### src/rtl/icache_pkg.sv
// Shared parameters and state encoding for the instruction cache.
package icache_pkg;

  localparam int unsigned ADDR_WIDTH   = 32;
  localparam int unsigned INSTR_WIDTH  = 32;

  // 64 one-word lines; tag taken from address bits [17:8].
  localparam int unsigned IC_LINE_BITS = 6;
  localparam int unsigned IC_TAG_BITS  = 10;

  typedef enum logic [1:0] {
    IDLE = 2'd0,
    MISS = 2'd1,
    RESP = 2'd2
  } ic_state_e;

endpackage

### src/rtl/icache.sv
// Direct-mapped one-word-per-line instruction cache between iFetch and memCtrl.
// Hits answer one cycle after the request; misses hold a fill request to
// memCtrl until it completes, then answer with the fill word.
module icache
  import icache_pkg::*;
#(
  parameter int unsigned LINE_BITS = IC_LINE_BITS,
  parameter int unsigned TAG_BITS  = IC_TAG_BITS
) (
  input  logic                   clk,
  input  logic                   rst_in,
  input  logic                   rdy_in,
  input  logic                   roll_back,
  input  logic                   if_in_en,
  input  logic [ADDR_WIDTH-1:0]  if_ain,
  output logic                   if_out_en,
  output logic [INSTR_WIDTH-1:0] if_instr_out,
  output logic                   mc_aout_en,
  output logic [ADDR_WIDTH-1:0]  mc_aout,
  input  logic                   mc_instr_in_en,
  input  logic [INSTR_WIDTH-1:0] mc_instr_in
);

  localparam int unsigned LINES   = 1 << LINE_BITS;
  localparam int unsigned TAG_LSB = LINE_BITS + 2;

  logic [LINES-1:0]       valid_q;
  logic [TAG_BITS-1:0]    tag_mem  [LINES];
  logic [INSTR_WIDTH-1:0] data_mem [LINES];

  ic_state_e              state_q, state_d;
  logic                   if_out_en_d;
  logic [INSTR_WIDTH-1:0] if_instr_d;
  logic                   mc_aout_en_d;
  logic [ADDR_WIDTH-1:0]  mc_aout_d;
  logic                   fill_we;

  logic [LINE_BITS-1:0]   req_idx, fill_idx;
  logic [TAG_BITS-1:0]    req_tag, fill_tag;
  logic                   req_hit;

  // The held fill address in mc_aout doubles as the latched miss address.
  assign req_idx  = if_ain[LINE_BITS+1:2];
  assign req_tag  = if_ain[TAG_LSB +: TAG_BITS];
  assign fill_idx = mc_aout[LINE_BITS+1:2];
  assign fill_tag = mc_aout[TAG_LSB +: TAG_BITS];
  assign req_hit  = valid_q[req_idx] && (tag_mem[req_idx] == req_tag);

  // Next-state and next-output logic; roll_back overrides every other event.
  always_comb begin
    state_d      = state_q;
    if_out_en_d  = 1'b0;
    if_instr_d   = if_instr_out;
    mc_aout_en_d = mc_aout_en;
    mc_aout_d    = mc_aout;
    fill_we      = 1'b0;
    if (roll_back) begin
      state_d      = IDLE;
      mc_aout_en_d = 1'b0;
    end else begin
      unique case (state_q)
        IDLE: begin
          if (if_in_en) begin
            if (req_hit) begin
              state_d     = RESP;
              if_out_en_d = 1'b1;
              if_instr_d  = data_mem[req_idx];
            end else begin
              state_d      = MISS;
              mc_aout_en_d = 1'b1;
              mc_aout_d    = if_ain;
            end
          end
        end
        MISS: begin
          if (mc_instr_in_en) begin
            fill_we      = 1'b1;
            state_d      = RESP;
            mc_aout_en_d = 1'b0;
            if_out_en_d  = 1'b1;
            if_instr_d   = mc_instr_in;
          end
        end
        RESP: begin
          state_d = IDLE;
        end
        default: begin
          state_d      = IDLE;
          mc_aout_en_d = 1'b0;
        end
      endcase
    end
  end

  // State, registered outputs and valid bits; everything holds while rdy_in is low.
  always_ff @(posedge clk or negedge rst_in) begin
    if (!rst_in) begin
      state_q      <= IDLE;
      if_out_en    <= 1'b0;
      if_instr_out <= '0;
      mc_aout_en   <= 1'b0;
      mc_aout      <= '0;
      valid_q      <= '0;
    end else if (rdy_in) begin
      state_q      <= state_d;
      if_out_en    <= if_out_en_d;
      if_instr_out <= if_instr_d;
      mc_aout_en   <= mc_aout_en_d;
      mc_aout      <= mc_aout_d;
      if (fill_we) begin
        valid_q[fill_idx] <= 1'b1;
      end
    end
  end

  // Tag and data arrays; a fill overwrites the line whatever tag it held.
  always_ff @(posedge clk) begin
    if (rdy_in && fill_we) begin
      tag_mem[fill_idx]  <= fill_tag;
      data_mem[fill_idx] <= mc_instr_in;
    end
  end

endmodule

### config.mk
export PLATFORM = sky130hd
export DESIGN_NAME = icache
export DESIGN_NICKNAME = d
export VERILOG_FILES = /design/src/rtl/icache_pkg.sv /design/src/rtl/icache.sv
export SDC_FILE = /design/constraint.sdc
export NUM_CORES = 2
export LEC_CHECK = 0
export ABC_AREA = 0
export CAP_MARGIN = 20
export CORE_MARGIN = 2
export CORE_UTILIZATION = 45
export CTS_BUF_LIST = sky130_fd_sc_hd__clkbuf_8
export DETAILED_ROUTE_END_ITERATION = 10
export PLACE_DENSITY_LB_ADDON = 0.15
export SYNTH_ARGS = -nofsm -noshare
export SYNTH_HDL_FRONTEND = slang
export SYNTH_SLANG_ARGS = --single-unit
### constraint.sdc
create_clock -name clk -period 4.2 [get_ports clk]
set_input_delay 1.05 -clock clk [delete_from_list [all_inputs] [get_ports clk]]
set_output_delay 1.05 -clock clk [all_outputs]
set_load 0.02 [all_outputs]
==> impl_results.md <==
- Crit-path max cell delay: 0.50 ns
- Status: finished, final reports clean
- Combinational share of power: 0.077
- CTS tree: built
- Crit path launch type: input port
- I/O pins: 136
- Setup WS post-layout: 0.425 ns
- Final Hold Viols: 0
- Residual DRC: 0
- Post-Syn Area: 0.108 mm²
- DIE WIDTH: 495 µm
- Post-Syn Nets: 4904
- Post_cts resized: 0
- RSZ-0062 raised after global routing: false
- Initial drt markers: 6756
- P&R area growth vs syn: 16.9%
- Largest net degree at the start of global routing: 108
- Die area: 0.245 mm²
- DR pass1 iterations: 7
- Period Utilization, post-route: 0.899
- Yosys Warn Count: 0
- H-Tree Depth: 5
- Clock network power share: 0.373
- Post-route ant nets: 0
- First-pass GRT wire length: 442000 µm
- # fillers: 18900
- Final Util: 0.528
- Switching power: 13.8 mW
- CP max FO: 18
- Die H: 495 µm
- Ys async rst share: 0.0468
- Peak Freq: 0.265 GHz
- Setup violators final: 0
- Slowest CP cell: a2111o_1
- VDD IR max: 0.286 mV
- Root Buffer: clkbuf_8
- I/O Buffers: 135
- CTS sink cnt: 2820
- Synthesized flop and latch total: 2820
- Cell count after synthesis: 4834
- Most frequent cell after synthesis: edfxtp_1
- Cell row count: 180
- WL final: 319000 µm
- Slew Viols, Final: 0
- Fraction of layout cells with a size suffix above 1: 0.319
- CP cell instances: buf_8, buf_12, buf_4, nor2_1, buf_4, a22oi_1, nand2_1, o21ai_0, nor2_1, xnor2_1, a2111o_1, nor4_4, a31o_2, buf_12, mux2_1
- Setup TNS: 0 ns
- CTS Buf Count: 465
- Commonest cells post-synth: edfxtp_1, mux4_2, mux2i_1, dfrtp_1, nor2_1
- Vias in the first global route: 56400
- Tmin final: 3.78 ns
- Area leader, netlist: edfxtp_1
- Initial antenna violation count: 16
- Top FF cell, synth: edfxtp_1
- Internal Power: 44.3 mW
- Seq pwr share: 0.550
- Sw frac: 0.238
- Dpl ws: -0.628 ns
- Slew @ Worst Pin: 1.05 ns
- Setup crit end kind: flop
- Worst path arrival time: 4.69 ns
- Dpl hpwl: 183000 µm
- Starting Density: 0.452
- Core ar.: 0.240 mm²
- Via/cell ratio: 6.07
- P per Cell Area: 458 mW/mm²
- Vias: 55900
- Layout Nets: 5713
- Clock Latency Late Sink: 1.11 ns
- Ranking of synthesized cells by area: edfxtp_1, mux4_2, dfrtp_1, mux2i_1, a22oi_1
- Average cell area after synthesis: 22.4 µm²
- WL per Instance: 34.6 µm
- Total GRT Usage: 0.260
- Reg clk slew, reported paths: 0.06 ns
- Max Root-Sink Buffers: 4
- Clock skew: 0.101 ns
- Top-area cell type share of the netlist area: 0.744
- Sequential share of the synthesized area: 0.775
- Worst rel slew slack: 0.298
- Leak: 42.0 nW
- GP Congestion: 0.798
- Post-synth cell types: 66
- Hold Path Class: input port to flop
- Required @ worst endpoint: 5.12 ns
- GRT overflow: 0
- Number of flops mapped to enable cells by yosys: 2688
- Postcts setup bufs: 0
- Crit path kind: input port to flop
- Max-cap viol count: 0
==> worst max-delay path, delay by kind of cell <==
family / cells / cell delay (ns)
mux: 1 / 0.35
compound gates: 4 / 1.33
xor+xnor: 1 / 0.18
simple gates: 4 / 0.65
buf+inv: 5 / 1.04
==> stage by stage <==
stage	cell area [µm²]	hold slack, ns	instances	total power, mW
2_1_floorplan	108000	0.431	4834	34.6
3_3_place_gp	118000	0.446	8352	37.0
3_5_place_dp	118000	0.448	8352	37.0
4_1_cts	127000	0.207	9187	58.5
5_1_grt	127000	0.232	9200	60.0
6_report	127000	0.290	9206	58.1
==> final timing paths <==
kind | from | end | slack (ns) | depth (start not counted)
hold reg to reg | valid_q[30] | valid_q[30] | 0.46 | 1
setup reg to reg | tag_mem[34][6] | if_instr_out[10] | 0.54 | 11
setup / recovery | if_ain[2] | if_instr_out[10] | 0.42 | 15
hold / removal | mc_instr_in[28] | data_mem[12][28] | 0.29 | 1
min in group asynchronous | rst_in | valid_q[10] | 0.59 | 2
max in group asynchronous | rst_in | valid_q[47] | 2.70 | 3
==> layout by cell type (no fill, tap or decap), types with 12 or more instances in the layout <==
cell / instances
clkbuf_8: 490
o22ai_1: 12
nor2_4: 66
nand3_1: 62
mux2i_1: 252
buf_2: 33
nand4_1: 12
or2_2: 65
nand2_1: 97
nor2_1: 56
mux2_1: 32
clkinv_2: 22
buf_12: 170
buf_4: 290
edfxtp_1: 2688
inv_1: 213
a22oi_1: 78
a211oi_1: 20
dfrtp_1: 122
a21oi_1: 41
clkdlybuf4s50_1: 96
clkinv_1: 106
o21ai_0: 65
mux4_2: 687
mux2_2: 48
a221oi_1: 15
==> cell type report <==
class / instances / area (µm²) / share of cell area
Antenna cell: 11 / 27.5 / 0.000217
Clock buffer: 490 / 6740 / 0.0532
Clock inverter: 344 / 1500 / 0.0118
Inverter: 16 / 70.1 / 0.000553
Multi-Input combinational cell: 1744 / 23500 / 0.186
Sequential cell: 2820 / 84000 / 0.663
Tap cell: 3185 / 3990 / 0.0314
Timing Repair Buffer: 596 / 6830 / 0.0539
==> logic make-up after synthesis <==
family	share of synthesized area
compound gates	0.0182
xor+xnor	0.000727
buf+inv	0.0128
flops	0.775
mux	0.174
simple gates	0.0191
==> metal layers <==
| layer | wire length [µm] | vias up | part of all wire | global-route usage |
|---|---|---|---|---|
| met4 | 10000 | 2 | 0.031 | 0.0843 |
| met2 | 152000 | 2619 | 0.48 | 0.410 |
| li1 | - | 22100 | - | - |
| met3 | 24100 | 568 | 0.076 | 0.0422 |
| met5 | 16 | - | 0.000050 | 0 |
| met1 | 133000 | 30600 | 0.42 | 0.375 |
==> sequential cells by signal, indices dropped and copies added, names as in the netlist <==
name and count:
mc_aout_en 1, state_q 2, tag_mem 640, data_mem 2048, valid_q 64, if_instr_out 32
mc_aout 32, if_out_en 1
==> timing repair <==
item | CTS | global route
hold buffers | 1 | 0
hold endpoints to repair | 14 | 0
endpoints found under the setup margin | 0 | 0
==> power groups by stage <==
stage / clock network, mW / logic, mW / registers, mW
after floorplan: 0 / 1.79 / 32.8
after global placement: 0 / 4.43 / 32.5
after detailed placement: 0 / 4.49 / 32.5
after CTS: 22.1 / 4.50 / 32.0
after global routing: 23.3 / 4.76 / 32.0
final: 21.7 / 4.48 / 31.9
(Power assumes the default switching activity.)
